--- src/rtl/demux_vc_bp.sv ---
// Registered 1-to-NUM_VC virtual-channel demultiplexer with a one-entry stall
// register for per-channel backpressure and per-channel push counters.
module demux_vc_bp #(
    parameter int DATA_SIZE = 6,
    parameter int SEL_BITS  = 1,
    parameter int SEL_LSB   = 5,
    parameter int CNT_W     = 8,
    localparam int NUM_VC   = 2 ** SEL_BITS
) (
    input  logic                      clk,
    input  logic                      reset_L,
    input  logic                      valid_in,
    input  logic [DATA_SIZE-1:0]      data_in,
    output logic                      ready_out,
    input  logic [NUM_VC-1:0]         almost_full,
    output logic [NUM_VC-1:0]         push_vc,
    output logic [DATA_SIZE-1:0]      data_vc,
    output logic                      hold_valid,
    output logic [NUM_VC*CNT_W-1:0]   push_count
);

    logic                 hold_valid_reg, hold_valid_next;
    logic [DATA_SIZE-1:0] hold_data_reg, hold_data_next;
    logic [NUM_VC-1:0]    push_vc_reg, push_vc_next;
    logic [DATA_SIZE-1:0] data_vc_reg, data_vc_next;
    logic [SEL_BITS-1:0]  in_sel, hold_sel;

    assign in_sel   = data_in[SEL_LSB +: SEL_BITS];
    assign hold_sel = hold_data_reg[SEL_LSB +: SEL_BITS];

    // A held word has priority and blocks new acceptance; only its own
    // channel's almost_full can keep it waiting.
    always_comb begin
        push_vc_next    = '0;
        data_vc_next    = '0;
        hold_valid_next = hold_valid_reg;
        hold_data_next  = hold_data_reg;
        if (hold_valid_reg) begin
            if (!almost_full[hold_sel]) begin
                push_vc_next[hold_sel] = 1'b1;
                data_vc_next           = hold_data_reg;
                hold_valid_next        = 1'b0;
            end
        end else if (valid_in) begin
            if (!almost_full[in_sel]) begin
                push_vc_next[in_sel] = 1'b1;
                data_vc_next         = data_in;
            end else begin
                hold_valid_next = 1'b1;
                hold_data_next  = data_in;
            end
        end
    end

    always_ff @(posedge clk or negedge reset_L) begin
        if (!reset_L) begin
            hold_valid_reg <= 1'b0;
            hold_data_reg  <= '0;
            push_vc_reg    <= '0;
            data_vc_reg    <= '0;
        end else begin
            hold_valid_reg <= hold_valid_next;
            hold_data_reg  <= hold_data_next;
            push_vc_reg    <= push_vc_next;
            data_vc_reg    <= data_vc_next;
        end
    end

    // Counters advance on the same edge that raises the push strobe, so a
    // count already includes the push currently on the bus.
    for (genvar gi = 0; gi < NUM_VC; gi++) begin : g_cnt
        logic [CNT_W-1:0] cnt_reg;
        always_ff @(posedge clk or negedge reset_L) begin
            if (!reset_L) begin
                cnt_reg <= '0;
            end else if (push_vc_next[gi]) begin
                cnt_reg <= cnt_reg + CNT_W'(1);
            end
        end
        assign push_count[gi*CNT_W +: CNT_W] = cnt_reg;
    end

    assign ready_out  = ~hold_valid_reg;
    assign hold_valid = hold_valid_reg;
    assign push_vc    = push_vc_reg;
    assign data_vc    = data_vc_reg;

endmodule

--- config.mk ---
export PLATFORM = sky130hd
export DESIGN_NAME = demux_vc_bp
export DESIGN_NICKNAME = d
export VERILOG_FILES = /design/src/rtl/demux_vc_bp.sv
export SDC_FILE = /design/constraint.sdc
export NUM_CORES = 1
export LEC_CHECK = 0
export BUFFER_PORTS_ARGS = -buffer_cell sky130_fd_sc_hd__buf_2
export CAP_MARGIN = 0
export CORE_MARGIN = 1
export CORE_UTILIZATION = 50
export DETAILED_ROUTE_END_ITERATION = 6
export PLACE_DENSITY = 0.77
export SLEW_MARGIN = 10
export SYNTH_ARGS = -nofsm -noshare
export SYNTH_HDL_FRONTEND = slang
export SYNTH_SLANG_ARGS = --single-unit
--- constraint.sdc ---
create_clock -name clk -period 1.6 [get_ports clk]
set_input_delay 0 -clock clk [delete_from_list [all_inputs] [get_ports clk]]
set_output_delay 0 -clock clk [all_outputs]
set_load 0.02 [all_outputs]
=== Yosys cells after proc, flatten, opt, wreduce, memory -nomap -nowiden ===
Cells that the tools add are included.
Widths: inputs -> output; s select.

* Bits in registers: 31
* Bits of input ports: 11
* Word-level logic and storage cells: 36

* Add/sub/neg operators: 2
* Magnitude comparators: 4
* Multiplexer cells: 20
* Bitwise gates (word level): 1
* Reductions and logical operators: 3

{| class="wikitable"
|+ Operator list
! cell !! number
|-
| $mux 6 || 4
|-
| $add 8x1->8 const B || 2
|-
| $mux 1 || 10
|-
| $mux 2 || 4
|-
| $lt 1x2->1 const B || 2
|-
| $reduce_and 3->1 || 1
|-
| $demux 1 s1 || 2
|-
| $ge 1x1->1 const B || 2
|-
| $logic_and 1x1->1 || 2
|-
| $not 1->1 || 1
|}

=== Longest topological paths before layout ===
Gate-level depths: netlist of run 1.

* Depth after elaboration: 7
* Depth in mapped cells: 5

=== Worst setup path before layout of run 1 ===
OpenSTA, ideal clock, no wires.

* Path type: flip-flop to flip-flop
* From: register hold_valid_reg, in the netlist hold_valid
* To: register g_cnt[0].cnt_reg[1]
* Setup time: 0.125 ns
* Arrival time: 1.487 ns
* Setup slack: -0.012 ns
* Cell stages (with the launch flop): 4
* Cells stage by stage: dfrtp_1 -> or4b_4 -> o31ai_4 -> mux2_4

* Longest elaborated chain between the ends: 1

{| class="wikitable"
|+ RTL lines
! item !! RTL line !! text
|-
| from (decl) || 22 || <nowiki>logic hold_valid_reg, hold_valid_next;</nowiki>
|-
| from (signal assigned) || 62 || <nowiki>hold_valid_reg <= hold_valid_next;</nowiki>
|-
| $mux 2 || 38 || <nowiki>if (hold_valid_reg) begin</nowiki>
|-
| named net push_vc_next[0] || 24 || <nowiki>logic [NUM_VC-1:0] push_vc_reg, push_vc_next;</nowiki>
|-
| to (signal assigned) || 77 || <nowiki>cnt_reg <= cnt_reg + CNT_W'(1);</nowiki>
|-
| to (decl) || 72 || <nowiki>logic [CNT_W-1:0] cnt_reg;</nowiki>
|}

The timed path passes the listed nets, and every way through them passes these cells.
A chain may end at the register's enable or synchronous reset.

=== Worst setup path in the final report of run 1 ===
Same ends and word-level chain as after synthesis.

==> flow_metrics.env, run 1 <==
export IMPL_port_buffers=36
export IMPL_drt_drc_violations_left=0
export IMPL_finalCritPeriodShare_pct=95.8
export IMPL_syn_nets=106
export IMPL_setup_tns_ns=0
export IMPL_setup_violations=0
export IMPL_viasPerCell=5.29
export IMPL_cts_buffers=5
export IMPL_htree_levels=2
export IMPL_reg2reg_depth=3
export IMPL_arrival_ns=1.74
export IMPL_grt_overflow=0
export IMPL_syn_mean_instance_area_um2=13.7
export IMPL_yosysUniqueCellTypes=26
export IMPL_path_clk_slew_ns=0.09
export IMPL_clkSinkCount=30
export IMPL_drt_iter0_drc=7
export IMPL_layout_setup_ws_ns=0.0674
export IMPL_rsz0062_at_grt="no"
export IMPL_yosysSeqAreaShare_pct=59.1
export IMPL_firstDrtPassIters=4
export IMPL_cts_setup_buffers=0
export IMPL_syn_area_um2=1270
export IMPL_place_ws_ns=0.0824
export IMPL_tightest_slew_ns=0.643
export IMPL_cts_tree="done"
export IMPL_crit_required_ns=1.81
export IMPL_place_congestion=0.719
export IMPL_rows=17
export IMPL_cts_path_max_buffers=2
export IMPL_drive_above_1_share_pct=42.1
export IMPL_critPathKind="flip-flop to flip-flop"
export IMPL_fp_dieW_um=52.4
export IMPL_fin_nets=158
export IMPL_track_usage_pct=21.1
export IMPL_cp_end_kind="flip-flop"
export IMPL_n_antenna_cell=0
export IMPL_die_area_um2=2750
export IMPL_critPathLaunchType="flip-flop"
export IMPL_placed_cell_area_um2=1480
export IMPL_hold_violations=0
export IMPL_yosys_area_top_type="dfrtp_1"
export IMPL_layout_cells_non_filler=173
export IMPL_fin_area_um2=1630
export IMPL_relSlewSlack_pct=57.2
export IMPL_slew_viol_final=0
export IMPL_io_pins=37
export IMPL_max_freq_mhz=652
export IMPL_wl_per_cell_um=13.3
export IMPL_die_h_um=52.4
export IMPL_grt_max_degree=31
export IMPL_ys_warnings_count=0
export IMPL_antenna_found_initial=0
export IMPL_largest_register_ffs=16
export IMPL_grt_pass1_wl_mm=3.93
export IMPL_fin_crit_ns=1.53
export IMPL_areaGrowthSynthToFinish_pct=28.6
export IMPL_synthTopCellsByArea="dfrtp_1 59%, mux2_2 6.2%, xnor2_1 6.2%"
export IMPL_hp_class="input port to flip-flop"
export IMPL_grt_pass1_vias=913
export IMPL_hold_path_cell_count=3
export IMPL_crit_fanout=9
export IMPL_vias=915
export IMPL_initial_core_util_pct=55.3
export IMPL_cap_violations=0
export IMPL_clk_latency_ns=0.33
export IMPL_yosys_area_top_type_share_pct=59.1
export IMPL_synth_seq_cells=30
export IMPL_wl_mm=2.30
export IMPL_fin_skew_ns=0.00666
export IMPL_p_leak_nw=0.831
export IMPL_ant_nets=0
export IMPL_place_inst=157
export IMPL_synthCells=93
export IMPL_core_um2=2300
export IMPL_power_density_nw_per_um2=1500
export IMPL_fin_util_pct=71.1
export IMPL_cts_root_buf="clkbuf_4"
export IMPL_status="finished, final reports clean"
export IMPL_hpwl_mm=1.60
export IMPL_peakVddDrop_mv=1.36
==> final cells by class <==
class | instances | area (um^2)
repair buffers | 47 | 285
multi-input cells | 60 | 502
inverters | 1 | 3.75
clock buffers | 7 | 55.1
well taps | 28 | 35.0
fillers | 167 | 664
flip-flops and latches | 30 | 752
==> cells in the final DEF, fill, tap and decap left out, drive strengths merged, types with 2 or more instances in the layout <==
master / count
a22o: 5
and2: 2
and3: 3
buf: 38
clkbuf: 7
dfrtp: 30
dlygate4sd3: 9
ha: 2
mux2: 8
mux2i: 2
nand2: 6
nand3: 2
nand4: 5
nor2: 3
xnor2: 9
xor2: 5
==> kinds of logic after synthesis <==
kind of cell / synth area share [%]
AO/OA/AOI/OAI: 6.31
XOR/XNOR: 9.66
adder cells (fa/ha/maj): 1.97
buffers and inverters: 1.77
flip-flops: 59.1
multiplexers: 8.97
AND/OR/NAND/NOR: 12.2
==> synthesized netlist by cell type <==
cell type / n
buf_4: 1
o2111ai_1: 1
o31ai_4: 1
mux2_2: 7
nor3_1: 1
mux2_4: 1
inv_2: 1
buf_6: 1
or2_2: 1
xor2_1: 5
o22ai_1: 1
a22o_1: 5
mux2i_1: 2
ha_1: 2
dfrtp_1: 30
and4bb_2: 1
and3b_2: 1
xnor2_1: 9
and3_1: 3
and2_1: 1
nand3_1: 2
nand2_1: 6
and2_2: 1
nor2_1: 3
or4b_4: 1
nand4_1: 5
==> critical path, cell delays in order (launching register included) <==
cell	delay, ns
dfrtp_2	0.41
or4b_4	0.54
o31ai_4	0.13
mux2_4	0.33
==> through the flow <==
| step | hold slack (ns) | power [mW] |
|---|---|---|
| 6_report | 0.0750 | 2.46 |
| 5_1_grt | 0.124 | 2.61 |
| 4_1_cts | 0.0629 | 2.47 |
| 3_5_place_dp | 0.0650 | 2.01 |
| 3_3_place_gp | 0.0558 | 1.98 |
| 2_1_floorplan | -0.296 | 1.72 |
==> final timing paths <==
check                                     from  slack, ns             endpoint
setup / recovery                    hold_valid       0.07  g_cnt[0].cnt_reg[1]
hold / removal                  almost_full[1]       0.08           hold_valid
setup reg to reg                    hold_valid       0.07  g_cnt[0].cnt_reg[1]
hold reg to reg            g_cnt[0].cnt_reg[7]       0.48  g_cnt[0].cnt_reg[7]
max in group asynchronous              reset_L       0.92           hold_valid
min in group asynchronous              reset_L       0.22  g_cnt[0].cnt_reg[5]
==> timing repair <==
action	in CTS	in global routing
gates resized for setup	0	1
setup endpoints to repair	0	1
hold buffers	9	0
endpoints found under the hold margin	43	0
==> metal layers <==
metal,global-route usage (%),up-vias,share of wire (%)
met5,0,-,0
met4,15.8,0,2.8
met3,7.25,6,6.1
met2,32.3,32,47
met1,24.1,445,44
li1,-,432,-
==> report_power, final <==
part	switching (mW)	leakage, nW	internal (mW)	total [mW]
clock	0.239	0.0314	0.207	0.446
sequential	0.205	0.382	0.971	1.18
combinational	0.464	0.417	0.371	0.835
(Power assumes the default switching activity.)
==> inputs of run 2 (changes only) <==
Settings changed: PLACE_DENSITY 0.77 to 0.89.
==> run 2 against run 1 <==
  * Critical path depth rose by 1
  * Global-route usage is 1.4 points higher
  * Die area is the same
  * Critical path type unchanged
  * Largest power group unchanged
  * Highest routed layer unchanged
==> flow_metrics.env, run 2 (same netlist as run 1, synthesis figures left out) <==
export IMPL_slew_viol_final=0
export IMPL_die_h_um=52.4
export IMPL_relSlewSlack_pct=57.1
export IMPL_status="finished, final reports clean"
export IMPL_hp_class="input port to flip-flop"
export IMPL_grt_overflow=0
export IMPL_n_antenna_cell=0
export IMPL_critPathKind="flip-flop to flip-flop"
export IMPL_crit_required_ns=1.81
export IMPL_finalCritPeriodShare_pct=96.0
export IMPL_fin_crit_ns=1.54
export IMPL_fillers=152
export IMPL_crit_fanout=6
export IMPL_fin_nets=159
export IMPL_die_area_um2=2750
export IMPL_rsz0062_at_grt="no"
export IMPL_cts_tree="done"
export IMPL_setup_violations=0
export IMPL_max_freq_mhz=651
export IMPL_layout_cells_non_filler=175
export IMPL_cts_path_max_buffers=2
export IMPL_setup_tns_ns=0
export IMPL_reg2reg_to="g_cnt[1].cnt_reg[1]"
export IMPL_core_um2=2300
export IMPL_port_buffers=36
export IMPL_vias=931
export IMPL_fin_skew_ns=0.0105
export IMPL_viasPerCell=5.32
export IMPL_hold_start="almost_full[1]"
export IMPL_io_pins=37
export IMPL_firstDrtPassIters=4
export IMPL_cap_violations=0
export IMPL_mostFrequentLayoutCells="36 x buf_2, 29 x dfrtp_1, 9 x xnor2_1, 9 x dlygate4sd3_1, 7 x mux2_2"
export IMPL_track_usage_pct=22.5
export IMPL_wl_per_cell_um=14.9
export IMPL_power_density_nw_per_um2=1520
export IMPL_clk_latency_ns=0.33
export IMPL_hpwl_mm=1.81
export IMPL_htree_levels=2
export IMPL_drive_above_1_share_pct=42.9
export IMPL_p_leak_nw=0.840
export IMPL_reg2reg_depth=4
export IMPL_grt_max_degree=31
export IMPL_largest_register_ffs=16
export IMPL_ant_nets=0
export IMPL_arrival_ns=1.75
export IMPL_cp_end_kind="flip-flop"
export IMPL_hold_violations=0
export IMPL_drt_iter0_drc=10
export IMPL_rows=17
export IMPL_place_ws_ns=0.0658
export IMPL_r2r_slack_ns=0.06
export IMPL_hold_path_cell_count=3
export IMPL_place_inst=157
export IMPL_fp_dieW_um=52.4
export IMPL_areaGrowthSynthToFinish_pct=29.6
export IMPL_drt_drc_violations_left=0
export IMPL_initial_core_util_pct=55.3
export IMPL_antenna_found_initial=0
export IMPL_layout_setup_ws_ns=0.0643
export IMPL_grt_pass1_vias=932
export IMPL_critPathLaunchType="flip-flop"
export IMPL_wl_mm=2.61
export IMPL_power_total_mw=2.50
export IMPL_cts_buffers=5
export IMPL_path_clk_slew_ns=0.09
export IMPL_mostFrequentLayoutCell="buf_2"
export IMPL_r2r_start="hold_valid"
export IMPL_fin_util_pct=71.6
export IMPL_peakVddDrop_mv=1.13
export IMPL_place_congestion=0.747
export IMPL_tightest_slew_ns=0.644
export IMPL_cts_root_buf="clkbuf_4"
export IMPL_clkSinkCount=30
export IMPL_hold_path_end="hold_valid"
export IMPL_grt_pass1_wl_mm=4.24
-- run 2: cell types whose count changed in the layout (fill, tap and decap cells not counted) --
cell,before,now
buf_4,2,3
clkinv_2,0,1
-- run 2: repair_timing --
| item | CTS | global route |
|---|---|---|
| endpoints found under the setup margin | 0 | 4 |
| gates resized for setup | 0 | 1 |
| buffers inserted | 0 | 1 |
| hold buffers | 9 | 0 |
| hold endpoints to repair | 43 | 0 |
-- run 2: power breakdown --
| part | internal [mW] | switching, mW | leakage (nW) |
|---|---|---|---|
| sequential | 0.971 | 0.217 | 0.382 |
| combinational | 0.377 | 0.479 | 0.422 |
| clock | 0.213 | 0.239 | 0.0353 |
-- run 2: cell type report --
| cell class | instances | area (um^2) | share of cell area (%) |
|---|---|---|---|
| Sequential cell | 30 | 752 | 45.7 |
| Multi-Input combinational cell | 60 | 502 | 30.5 |
| Timing Repair Buffer | 48 | 293 | 17.8 |
| Clock buffer | 7 | 55.1 | 3.35 |
| Tap cell | 28 | 35.0 | 2.13 |
| Clock inverter | 1 | 5.00 | 0.304 |
| Inverter | 1 | 3.75 | 0.228 |
-- run 2: critical path, stage by stage (launching register included) --
cell and delay (ns):
dfrtp_2 0.41, buf_4 0.15, and3b_2 0.21, or2_2 0.36, mux2_2 0.28
-- run 2: routing by layer --
layer	vias to the layer above	track usage, %	routed length [um]
li1	437	-	-
met1	464	24.9	1040
met2	25	38.2	1420
met3	5	7.83	105
met4	0	10.5	42
met5	-	0	0
-- run 2: how the worst max path moves through the flow --
stage	start	to	slack, ns	cells after the start
2_1_floorplan	hold_valid	g_cnt[0].cnt_reg[1]	0.02	3
3_3_place_gp	hold_valid	g_cnt[0].cnt_reg[1]	0.10	3
3_5_place_dp	hold_valid	g_cnt[1].cnt_reg[7]	0.07	5
4_1_cts	hold_valid	g_cnt[0].cnt_reg[4]	0.04	4
5_1_grt	hold_valid	g_cnt[0].cnt_reg[3]	0.008	4
6_report	hold_valid	g_cnt[1].cnt_reg[1]	0.06	4
-- run 2: per-stage QoR --
step / hold WS (ns) / area, um^2
floorplan: -0.296 / 1270
global placement: 0.0472 / 1480
detailed placement: 0.0597 / 1480
CTS: 0.0500 / 1630
global route: 0.0691 / 1650
finish: 0.0729 / 1650
